`config.mk`:
```
export PLATFORM = sky130hd
export DESIGN_NAME = uart_tx_fifo_encoder_flat
export DESIGN_NICKNAME = d
export VERILOG_FILES = /design/src/rtl/uart_tx_fifo_encoder_if.sv /design/src/rtl/uart_tx_fifo_encoder.sv /design/src/flat_wrapper.sv
export SDC_FILE = /design/constraint.sdc
export NUM_CORES = 1
export LEC_CHECK = 0
export ABC_AREA = 1
export CORE_MARGIN = 4
export CORE_UTILIZATION = 35
export CTS_CLUSTER_DIAMETER = 30
export DETAILED_ROUTE_END_ITERATION = 8
export DONT_BUFFER_PORTS = 1
export GPL_TIMING_DRIVEN = 0
export MAX_ROUTING_LAYER = met4
export PLACE_DENSITY = 0.53
export SLEW_MARGIN = 0
export SYNTH_ARGS = -nofsm -noshare
export SYNTH_HDL_FRONTEND = slang
export SYNTH_SLANG_ARGS = --single-unit
```
`constraint.sdc`:
```
create_clock -name i_Clk -period 8.68 [get_ports i_Clk]
set_input_delay 2.604 -clock i_Clk [delete_from_list [all_inputs] [get_ports i_Clk]]
set_output_delay 2.604 -clock i_Clk [all_outputs]
set_load 0.01 [all_outputs]
```
`src/rtl/uart_tx_fifo_encoder_if.sv`:
```
// rtl/uart_tx_fifo_encoder_if.sv - FIFO write-side bundle for uart_tx_fifo_encoder
interface uart_tx_fifo_encoder_if #(
  parameter int DATA_BITS  = 8,
  parameter int FIFO_DEPTH = 4
);
  logic [DATA_BITS-1:0]        i_Data;
  logic                        i_write_enable;
  logic                        o_full;
  logic [$clog2(FIFO_DEPTH):0] o_count;
  logic                        o_overflow;

  modport master (output i_Data, i_write_enable, input o_full, o_count, o_overflow);
  modport slave  (input i_Data, i_write_enable, output o_full, o_count, o_overflow);
endinterface

```
`src/rtl/uart_tx_fifo_encoder.sv`:
```
// rtl/uart_tx_fifo_encoder.sv - UART transmitter with write FIFO, optional parity and 1/2 stop bits
module uart_tx_fifo_encoder #(
  parameter int DATA_BITS    = 8,
  parameter int PARITY_MODE  = 0,
  parameter int STOP_BITS    = 1,
  parameter int FIFO_DEPTH   = 4,
  parameter int PERIOD_WIDTH = 20
) (
  input  logic                    i_Clk,
  input  logic                    i_Reset,
  input  logic [PERIOD_WIDTH-1:0] i_Period,
  uart_tx_fifo_encoder_if.slave   wr_if,
  output logic                    o_UART_TX,
  output logic                    o_busy
);
  localparam int AW = $clog2(FIFO_DEPTH);
  localparam int CW = AW + 1;
  localparam int BW = $clog2(DATA_BITS + 1);
  localparam logic [BW-1:0] LAST_DATA = BW'(DATA_BITS - 1);
  localparam logic [BW-1:0] LAST_STOP = BW'(STOP_BITS - 1);
  localparam logic HAS_PAR = (PARITY_MODE != 0);
  localparam logic PAR_ODD = (PARITY_MODE == 2);

  typedef enum logic [2:0] {S_IDLE, S_START, S_DATA, S_PARITY, S_STOP} state_t;

  logic [DATA_BITS-1:0]    r_mem [FIFO_DEPTH];
  logic [AW-1:0]           r_wr_ptr, r_rd_ptr;
  logic [CW-1:0]           r_count;
  logic                    r_overflow;
  state_t                  r_state, w_state_next;
  logic [PERIOD_WIDTH-1:0] r_cnt, w_cnt_next;
  logic [PERIOD_WIDTH-1:0] r_period, w_period_next;
  logic [BW-1:0]           r_bit_cnt, w_bit_next;
  logic [DATA_BITS-1:0]    r_shift, w_shift_next;
  logic                    r_parity, w_parity_next;
  logic                    r_tx, w_tx_next;
  logic                    w_pop, w_full, w_empty, w_accept, w_bit_done;
  logic [DATA_BITS-1:0]    w_head;
  logic [PERIOD_WIDTH-1:0] w_period_in;

  assign w_full      = (r_count == CW'(FIFO_DEPTH));
  assign w_empty     = (r_count == '0);
  assign w_accept    = wr_if.i_write_enable && !w_full;
  assign w_head      = r_mem[r_rd_ptr];
  assign w_bit_done  = (r_cnt == r_period - PERIOD_WIDTH'(1));
  assign w_period_in = (i_Period == '0) ? PERIOD_WIDTH'(1) : i_Period;

  always_comb begin
    w_state_next  = r_state;
    w_cnt_next    = r_cnt + PERIOD_WIDTH'(1);
    w_bit_next    = r_bit_cnt;
    w_shift_next  = r_shift;
    w_parity_next = r_parity;
    w_period_next = r_period;
    w_tx_next     = r_tx;
    w_pop         = 1'b0;
    case (r_state)
      S_IDLE: begin
        w_cnt_next = '0;
        w_pop      = !w_empty;
      end
      S_START: if (w_bit_done) begin
        w_state_next = S_DATA;
        w_cnt_next   = '0;
        w_bit_next   = '0;
        w_tx_next    = r_shift[0];
        w_shift_next = r_shift >> 1;
      end
      S_DATA: if (w_bit_done) begin
        w_cnt_next = '0;
        if (r_bit_cnt == LAST_DATA) begin
          w_bit_next = '0;
          if (HAS_PAR) begin
            w_state_next = S_PARITY;
            w_tx_next    = r_parity;
          end else begin
            w_state_next = S_STOP;
            w_tx_next    = 1'b1;
          end
        end else begin
          w_bit_next   = r_bit_cnt + BW'(1);
          w_tx_next    = r_shift[0];
          w_shift_next = r_shift >> 1;
        end
      end
      S_PARITY: if (w_bit_done) begin
        w_state_next = S_STOP;
        w_cnt_next   = '0;
        w_bit_next   = '0;
        w_tx_next    = 1'b1;
      end
      S_STOP: if (w_bit_done) begin
        w_cnt_next = '0;
        if (r_bit_cnt == LAST_STOP) begin
          if (w_empty) w_state_next = S_IDLE;
          else         w_pop        = 1'b1;
        end else begin
          w_bit_next = r_bit_cnt + BW'(1);
        end
      end
      default: w_state_next = S_IDLE;
    endcase
    // A pop always launches a fresh frame: the start bit goes out on this same edge.
    if (w_pop) begin
      w_state_next  = S_START;
      w_cnt_next    = '0;
      w_shift_next  = w_head;
      w_parity_next = (^w_head) ^ PAR_ODD;
      w_period_next = w_period_in;
      w_tx_next     = 1'b0;
    end
  end

  always_ff @(posedge i_Clk) begin
    if (i_Reset) begin
      r_state    <= S_IDLE;
      r_cnt      <= '0;
      r_period   <= PERIOD_WIDTH'(1);
      r_bit_cnt  <= '0;
      r_shift    <= '0;
      r_parity   <= 1'b0;
      r_tx       <= 1'b1;
      r_wr_ptr   <= '0;
      r_rd_ptr   <= '0;
      r_count    <= '0;
      r_overflow <= 1'b0;
    end else begin
      r_state    <= w_state_next;
      r_cnt      <= w_cnt_next;
      r_period   <= w_period_next;
      r_bit_cnt  <= w_bit_next;
      r_shift    <= w_shift_next;
      r_parity   <= w_parity_next;
      r_tx       <= w_tx_next;
      r_overflow <= wr_if.i_write_enable && w_full;
      if (w_accept) r_wr_ptr <= r_wr_ptr + AW'(1);
      if (w_pop)    r_rd_ptr <= r_rd_ptr + AW'(1);
      case ({w_accept, w_pop})
        2'b10:   r_count <= r_count + CW'(1);
        2'b01:   r_count <= r_count - CW'(1);
        default: r_count <= r_count;
      endcase
    end
  end

  always_ff @(posedge i_Clk) begin
    if (w_accept) r_mem[r_wr_ptr] <= wr_if.i_Data;
  end

  assign o_UART_TX        = r_tx;
  assign o_busy           = (r_state != S_IDLE) || !w_empty;
  assign wr_if.o_full     = w_full;
  assign wr_if.o_count    = r_count;
  assign wr_if.o_overflow = r_overflow;
endmodule

```
`src/flat_wrapper.sv`:
```
// flat-port wrapper written by rule: the top's interface ports become plain ports
module uart_tx_fifo_encoder_flat 
#(
  parameter int DATA_BITS    = 8,
  parameter int PARITY_MODE  = 0,
  parameter int STOP_BITS    = 1,
  parameter int FIFO_DEPTH   = 4,
  parameter int PERIOD_WIDTH = 20
)
  (i_Clk, i_Reset, i_Period, o_UART_TX, o_busy, wr_if_i_Data, wr_if_i_write_enable, wr_if_o_full, wr_if_o_count, wr_if_o_overflow);
  uart_tx_fifo_encoder_if #(.DATA_BITS(DATA_BITS), .FIFO_DEPTH(FIFO_DEPTH)) wr_if_i ();
  input  logic i_Clk;
  input  logic i_Reset;
  input  logic [PERIOD_WIDTH-1:0] i_Period;
  output logic o_UART_TX;
  output logic o_busy;
  input wire logic [$bits(wr_if_i.i_Data)-1:0] wr_if_i_Data;
  input wire logic [$bits(wr_if_i.i_write_enable)-1:0] wr_if_i_write_enable;
  output wire logic [$bits(wr_if_i.o_full)-1:0] wr_if_o_full;
  output wire logic [$bits(wr_if_i.o_count)-1:0] wr_if_o_count;
  output wire logic [$bits(wr_if_i.o_overflow)-1:0] wr_if_o_overflow;
  assign wr_if_i.i_Data = wr_if_i_Data;
  assign wr_if_i.i_write_enable = wr_if_i_write_enable;
  assign wr_if_o_full = wr_if_i.o_full;
  assign wr_if_o_count = wr_if_i.o_count;
  assign wr_if_o_overflow = wr_if_i.o_overflow;
  uart_tx_fifo_encoder #(.DATA_BITS(DATA_BITS), .PARITY_MODE(PARITY_MODE), .STOP_BITS(STOP_BITS), .FIFO_DEPTH(FIFO_DEPTH), .PERIOD_WIDTH(PERIOD_WIDTH)) u_core (.i_Clk(i_Clk), .i_Reset(i_Reset), .i_Period(i_Period), .wr_if(wr_if_i), .o_UART_TX(o_UART_TX), .o_busy(o_busy));
endmodule
```
-- Word level (Yosys, flattened, before mapping)
Memory sizes are Yosys's and may differ from the RTL's. A register that Yosys moved wholly into a read port is not among the register bits.
Index checks and enable logic that the tools add are counted.
- logic and storage cells: 107
- output and inout bits: 7
- memories kept: 1
- input bits: 31
- flip-flop bits (word level): 64
- RAM bits: 32
- equality and inequality tests: 27
- mux-type cells: 38
- $add $sub $neg: 7
- reduce and logical (&&, ||, !) cells: 22
- bitwise gates (word level): 1
- memory list (name ; words ; bits a word ; rd ports ; clocked after memory_dff ; write ports ; RTL line ; RTL):
    u_core.r_mem ; 4 ; 8 ; 1 ; 1 ; 1 ; uart_tx_fifo_encoder.sv:26 ; logic [DATA_BITS-1:0] r_mem [FIFO_DEPTH];
- operators with widths (cell ; count):
    $mux W20 ; 2
    $pmux W20 S2 ; 1
    $mux W8 ; 4
    $mux W3 ; 7
    $ne A3 B1 Y1 const B ; 7
    $add A20 B1 Y20 const B ; 1
    $eq A20 B20 Y1 ; 1
    $logic_not A20 Y1 ; 1
    $mux W4 ; 5
    $sub A20 B1 Y20 const B ; 1
    $ne A2 B1 Y1 const B ; 9
    $pmux W8 S2 ; 1
    $reduce_and A8 Y1 ; 2
    $pmux W3 S5 ; 1
    $pmux W4 S3 ; 1
    $mux W1 ; 11
    $reduce_bool A3 Y1 ; 3
    $reduce_and A4 Y1 ; 2
    $eq A3 B2 Y1 const B ; 2
    $eq A3 B3 Y1 const B ; 2
    $logic_not A3 Y1 ; 2
    $pmux W3 S2 ; 1
    $reduce_and A5 Y1 ; 1
    $add A2 B1 Y2 const B ; 2
    other kinds (21) ; 25

-- Longest topological paths before layout
Gate-level depths: netlist of the first run.
- depth after elaboration: 7
- mapped depth: 22
- mapped depth without buffers: 20

-- Worst setup path after synthesis of the first run
No wires, ideal clock.
- kind: input -> register
- from: input wr_if_i_write_enable
- to: register u_core.r_count[2], in the netlist u_core.wr_if.o_count[2]
- setup slack: 4.726 ns
- data required time: 8.558 ns
- setup time: 0.122 ns
- stages: 10
- path buffers: 0
- arrival: 3.832 ns
- path through: inv_1 -> nor2_1 -> inv_1 -> ha_1 -> inv_1 -> fa_1 -> a21oi_1 -> o21ai_0 -> o21ai_0 -> a21oi_1
- cells in the longest elaborated chain, start to end: 3
- elaborated cells on any way between the ends: 5
- classes of those cells: eq/ne (2); mux (1); reduce/logical (2)
- ends and longest elaborated chain (item ; RTL line ; RTL):
    start, declared ; flat_wrapper.sv:18 ; input wire logic [$bits(wr_if_i.i_write_enable)-1:0] wr_if_i_write_enable;
    $logic_and A1 B1 Y1 * ; uart_tx_fifo_encoder.sv:43 ; assign w_accept = wr_if.i_write_enable && !w_full;
    $eq A2 B1 Y1 or $eq A2 B2 Y1 (tied branches) ; uart_tx_fifo_encoder.sv:138 ; case ({w_accept, w_pop})
    $pmux W3 S2 or $reduce_bool A2 Y1 (tied branches) ; - ;
    end signal, assigned ; uart_tx_fifo_encoder.sv:139 ; 2'b10: r_count <= r_count + CW'(1);
    end signal, assigned ; uart_tx_fifo_encoder.sv:140 ; 2'b01: r_count <= r_count - CW'(1);
    end signal, assigned ; uart_tx_fifo_encoder.sv:141 ; default: r_count <= r_count;
    end, declared ; uart_tx_fifo_encoder.sv:28 ; logic [CW-1:0] r_count;
Every way passes the cells marked *; elsewhere a longest branch is shown, timed or not.
A chain may end at the register's enable or synchronous reset.

-- Final worst setup path of the first run
- from: register u_core.r_count[2], in the netlist u_core.wr_if.o_count[2]
- to: output o_busy
- cells in the longest elaborated chain, start to end: 3
- ends and longest elaborated chain (item ; RTL line ; RTL):
    $logic_not A3 Y1 ; uart_tx_fifo_encoder.sv:42 ; assign w_empty = (r_count == '0);
    $logic_not A1 Y1 ; uart_tx_fifo_encoder.sv:151 ; assign o_busy = (r_state != S_IDLE) || !w_empty;
    $logic_or A1 B1 Y1 ; uart_tx_fifo_encoder.sv:151 ;
    end, declared ; flat_wrapper.sv:16 ; output logic o_busy;
Every way passes these cells.

==> impl_metrics.ini, run 1 <==
[clocking]
cts_buffer_depth = 2
clockRootBuffer = clkbuf_16
cts_hold_buf = 0
cts_setup_buffers = 0
clk_latency_ns = 0.35
numCtsBuffers = 9
clk_pin_slew_ns = 0.07
cts.sinks = 98
cts_tree = yes
ctsResizeCount = 0
htree_levels = 3

[power]
power.density_nw_per_um2 = 344.1
power.switching_w = 0.0008895
p_int_w = 0.001122
irDropWorstVdd_uv = 141.3
p_comb_frac = 0.488
p_leak_nw = 2.440
switching_share = 0.4422
clkPwrFrac = 0.196
power_frac_seq = 0.316

[timing]
relSlewSlack = 0.4384
min_period_ns = 4.058
finalHoldViolCount = 0
clock_skew_ns = 0.008741
whs_ns = 0.4708
drv_slew = 0
worst_slew_pin_slew_ns = 0.8393
fin_crit_sh = 0.4675
setup_tns_ns = 0
finalSetupViolCount = 0
fmax_mhz = 246.4
grt_setup_unrepaired = false

[floorplan]
coreArea_um2 = 14700
start_util = 0.3623
num_rows = 44
dieWidth_um = 131.3
die-area_um2 = 17250
fp.dieH_um = 131.3
ios = 38

[place]
gp_congestion = 0.9263
portBuffers = 0
dp_hpwl_um = 10100

[critical_path]
crit_slowest_cell = nor3_1
worst_setup_path_start_kind = flop
crit_arrival_ns = 1.45
crit_family = simple AND/OR/NAND/NOR gates
cp-end-kind = output pin
reg2reg_from = u_core.r_period[0]
slowest_delay_ns = 0.49
r2r_cells = 21
crit_chain = nor3_1 -> nand2_1
crit_type = flop to output pin
worstPathBufferInverterCount = 0
crit_fanout = 3
crit_required_ns = 6.08
r2r_setup_slack_ns = 5.32
r2r-end = u_core.wr_if.o_count[2]

[hold_path]
min_path_type = flop to flop
hp-start = u_core.r_cnt[0]
hold_depth = 1
hold_path_end = u_core.r_cnt[0]

[global_route]
grt_use_total = 0.1577
antenna_found_initial = 0
overflow = 0
grt_max_degree = 17
first_global_vias = 4343
grt_pass1_wl_um = 21310

[yosys]
post-synth-top-area-cell = dfxtp_1
synth_common_cells = nand2_1 (189), nor2_1 (106), inv_1 (72)
synth_seq_cells = 98
ys.flop_type = dfxtp_1
synth_top_area_share = 0.2481
synthesis.instances = 716
syn-num-nets = 757
synth_warnings = 0
synth_edf_count = 32
synth_area_leaders = dfxtp_1 (25%), edfxtp_1 (18%), nand2_1 (13%)
postSynthAreaPerCell_um2 = 7.437
yosysSeqAreaShare = 0.4286
yosys.cell_types.count = 42
async_flop_share = 0
synth.most_common_cell = nand2_1
synth_area_um2 = 5325

[finish]
fillers = 1527
multi_input_area_um2 = 2634
syn_to_final_growth_pct = 9.775
final_util = 0.3977
regArea_um2 = 2282
drive_gt1_frac = 0.07650
nNetsFinal = 768
n_antenna_cell = 0

[detailed_routing]
drc = 0
wl_per_cell_um = 14.08
drtPass1Iterations = 4
first_iter_violations = 256
vias_per_cell = 4.932
ant_nets = 0
wl_um = 12900
vias = 4518

[status]
run_status = complete, no violations

[run]
cap_violations = 0
final cells by class:
cell class                 instances  area share
multi-input combinational        523      0.4506
buffer                            20     0.02183
clock inverter                     4    0.009204
clock buffer                      12     0.04045
sequential                        98      0.3904
inverter                          75     0.04816
tap                              184     0.03938
how the worst max path moves through the flow:
stage | start | end | slack [ns] | cells after the start
6_report | u_core.wr_if.o_count[2] | o_busy | 4.62 | 2
5_1_grt | u_core.wr_if.o_count[0] | o_busy | 4.58 | 2
4_1_cts | u_core.wr_if.o_count[2] | o_busy | 4.54 | 2
3_5_place_dp | wr_if_i_write_enable | u_core.wr_if.o_count[2] | 4.59 | 10
3_3_place_gp | wr_if_i_write_enable | u_core.wr_if.o_count[2] | 4.62 | 10
2_1_floorplan | wr_if_i_write_enable | u_core.wr_if.o_count[2] | 4.73 | 10
through the flow:
stage | power (W) | std cells | setup WS (ns) | instance area, um2
4_1_cts | 0.002027 | 916 | 4.536 | 5846
6_report | 0.002011 | 916 | 4.622 | 5846
3_5_place_dp | 0.001623 | 900 | 4.586 | 5555
5_1_grt | 0.002198 | 916 | 4.575 | 5846
3_3_place_gp | 0.001610 | 900 | 4.617 | 5555
2_1_floorplan | 0.001394 | 716 | 4.726 | 5325
logic make-up (layout without fill, tap and decap cells):
family                     count (synthesis)  in the layout  share of synthesized area
AOI/OAI and AO/OA                         80             80                    0.08529
xor gates and xnor gates                  29             29                    0.04770
adders and majority gates                 10             10                    0.02491
buffers and inverters                     95            111                    0.07683
DFF                                       98             98                     0.4286
and+or+nand+nor                          404            404                     0.3367
worst register-to-register path: cells and delay by family, from the launching register on:
family          cells  cell delay (ns)
simple gates       10             1.16
fa+ha+maj           3             0.80
buf+inv             4             0.50
compound gates      4             0.46
flops               1             0.33
power by group through the flow:
stage	clock (W)	combinational [W]	sequential, W
global placement	0	0.000965	0.000644
floorplan	0	0.000768	0.000626
CTS	0.000408	0.000982	0.000637
finish	0.000394	0.000983	0.000635
global route	0.000424	0.00112	0.000649
detailed placement	0	0.000976	0.000647
sequential cells by signal (all words and copies together), names as in the netlist, named ones only:
register,flops
u_core.wr_if.o_count,3
u_core.wr_if.o_overflow,1
u_core.r_period,20
u_core.r_rd_ptr,2
u_core.r_state,3
u_core.r_wr_ptr,2
u_core.r_mem,32
u_core.o_UART_TX,1
u_core.r_shift,8
u_core.r_cnt,20
u_core.r_bit_cnt,4
layout by cell type (no fill, tap or decap), drive strengths merged, types with 2 or more instances in the layout:
master | Yosys | routed
a32o | 6 | 6
xnor2 | 14 | 14
ha | 9 | 9
nand3b | 6 | 6
nand2 | 198 | 198
nand3 | 52 | 52
o211ai | 2 | 2
xor2 | 15 | 15
clkbuf | 8 | 20
a32oi | 2 | 2
clkinvlp | 0 | 2
or2 | 2 | 2
nor4 | 5 | 5
nand4 | 15 | 15
buf | 12 | 12
edfxtp | 32 | 32
nor2 | 116 | 116
o21ai | 29 | 29
dfxtp | 66 | 66
a21oi | 38 | 38
o21bai | 2 | 2
inv | 75 | 75
nor3 | 7 | 7
per-layer routing:
metal  GRT usage  vias up  share of wire
met5           -        -              0
met1      0.1742     2080           0.43
met3     0.03708       16          0.038
met4     0.05543        0          0.017
li1            -     2344              -
met2      0.2794       78           0.52
Power figures use the tool's default switching activity.
==> run 2, diff against run 1 <==
Settings changed: PLACE_DENSITY 0.53 to 0.55.
Clock period 8.68 ns to 3.5 ns, I/O delays scaled along.
==> run 2 against run 1 <==
Net effect: core utilization grew 0.23 points; global-route usage is essentially flat; worst setup slack worse by 4.3 ns; non-clock buffer count is 1 higher; routed wire length increased by 2.1%; sequential share of layout area fell by 0.22 points; register-to-register slack got worse by 5.0 ns; hold slack improved by 0.015 ns; power grew to 2.5 times the previous value; clock power rose to 2.5 times the previous value; via count is 0.66% lower; die area did not move; critical endpoint is now u_core.wr_if.o_count[2]; highest routed layer unchanged.
==> impl_metrics.ini, run 2 (synthesis gave the netlist of run 1 again) <==
[status]
run_status = complete, no violations

[finish]
drive_gt1_frac = 0.08595
fillers = 1490
largest_reg_flops = 32
largest_register = u_core.r_mem
syn_to_final_growth_pct = 10.41
multi_input_area_um2 = 2654
n_antenna_cell = 0
final_common_cell = nand2_1
finalInstanceArea_um2 = 5879
regArea_um2 = 2282
nNetsFinal = 769
mostFrequentLayoutCells = nand2_1 (188), nor2_1 (104), inv_1 (71)
reg_top3 = u_core.r_mem (32), u_core.r_cnt (20), u_core.r_period (20)

[critical_path]
crit_required_ns = 3.74
cp-end-kind = flop
crit_type = flop to flop
crit_chain = nor2_1 -> inv_1 -> nor2_2 -> nand2_1 -> nor2_1 -> nand2_1 -> nand2_1 -> nand3_1 -> nor2_1 -> nand4_2 -> nand2_4 -> buf_6 -> ha_1 -> inv_1 -> fa_1 -> a21oi_1 -> o21ai_0 -> o21ai_0 -> a21oi_1
crit_fanout = 10
worstPathBufferInverterCount = 3
slowest_delay_ns = 0.38
crit_family = simple AND/OR/NAND/NOR gates
worst_setup_path_start_kind = flop
crit_arrival_ns = 3.46
crit_slowest_cell = fa_1
r2r_cells = 19
worstSetupPathDepth = 19

[run]
cap_violations = 0

[global_route]
grt_max_degree = 17
overflow = 0
first_global_vias = 4272
grt_pass1_wl_um = 21040
grt_use_total = 0.1576
antenna_found_initial = 0

[timing]
grt_setup_unrepaired = false
setup_tns_ns = 0
min_period_ns = 3.221
relSlewSlack = 0.4453
clock_skew_ns = 0.006435
fmax_mhz = 310.4
fin_crit_sh = 0.9204
drv_slew = 0
worst_slew_pin_slew_ns = 0.8289
finalSetupViolCount = 0
finalHoldViolCount = 0

[detailed_routing]
drtPass1Iterations = 4
first_iter_violations = 248
ant_nets = 0
vias = 4488
wl_um = 13170
vias_per_cell = 4.894
wl_per_cell_um = 14.37
drc = 0

[place]
dp_hpwl_um = 10270
gp_congestion = 0.9152
portBuffers = 0
placed_area_um2 = 5555

[floorplan]
dieWidth_um = 131.3
start_util = 0.3623
ios = 38
coreArea_um2 = 14700
num_rows = 44
die-area_um2 = 17250
fp.dieH_um = 131.3

[clocking]
numCtsBuffers = 9
cts_tree = yes
clk_latency_ns = 0.35
cts_hold_buf = 0
cts.sinks = 98
htree_levels = 3
clockRootBuffer = clkbuf_16
clk_pin_slew_ns = 0.07
cts_buffer_depth = 2

[hold_path]
min_path_type = flop to flop
hold_depth = 1

[power]
irDropWorstVdd_uv = 347.4
power.density_nw_per_um2 = 857.5
p_leak_nw = 2.453
==> run 2: area by class of cell <==
type | instances | share of cell area
clock buffers | 11 | 0.03958
repair buffers | 1 | 0.001277
multi-input cells | 523 | 0.4514
well taps | 184 | 0.03916
inverters | 75 | 0.04788
flip-flops and latches | 98 | 0.3882
plain buffers | 20 | 0.02171
clock inverters | 5 | 0.01085
==> run 2: repair_timing <==
action                     in CTS  in global routing
setup endpoints to repair       0                  2
resized for setup               0                  6
setup buffers                   0                  1
==> run 2: per-layer routing <==
layer	global-route usage	routed length, um	vias up
li1	-	-	2342
met1	0.1662	5568	2086
met2	0.2872	6942	43
met3	0.03479	355	17
met4	0.06184	306	0
met5	-	0	-
==> run 2: per-stage QoR <==
step	std cells	setup slack [ns]	total power (W)	hold slack, ns	util
final	917	0.2786	0.005041	0.4853	0.4000
after global placement	900	0.1746	0.004001	0.4593	0.3779
after detailed placement	900	0.1097	0.004053	0.4679	0.3779
after floorplan	716	0.6117	0.003456	0.4409	-
after global routing	917	0.006311	0.005480	0.5041	0.4000
after CTS	916	0.1156	0.005075	0.4836	0.3981
==> run 2: where the power goes <==
part           internal, W  leakage (nW)  total [W]  switching (W)
Combinational     0.000847          1.48    0.00246        0.00161
Sequential         0.00140         0.833    0.00158       0.000184
Clock             0.000560         0.140    0.00100       0.000440
==> run 2: worst reg2reg max path: stages, from the launching register on <==
cell,delay (ns)
dfxtp_1,0.37
nor2_1,0.22
inv_1,0.08
nor2_2,0.17
nand2_1,0.14
nor2_1,0.11
nand2_1,0.05
nand2_1,0.13
nand3_1,0.11
nor2_1,0.19
nand4_2,0.17
nand2_4,0.14
buf_6,0.15
ha_1,0.16
inv_1,0.07
fa_1,0.38
a21oi_1,0.15
o21ai_0,0.12
o21ai_0,0.15
a21oi_1,0.05
==> run 2: final timing paths <==
| kind | slack (ns) | start | to |
|---|---|---|---|
| setup / recovery | 0.28 | u_core.r_period[3] | u_core.wr_if.o_count[2] |
| hold / removal | 0.49 | u_core.r_cnt[0] | u_core.r_cnt[0] |
| setup reg to reg | 0.28 | u_core.r_period[3] | u_core.wr_if.o_count[2] |
| hold reg to reg | 0.49 | u_core.r_cnt[0] | u_core.r_cnt[0] |
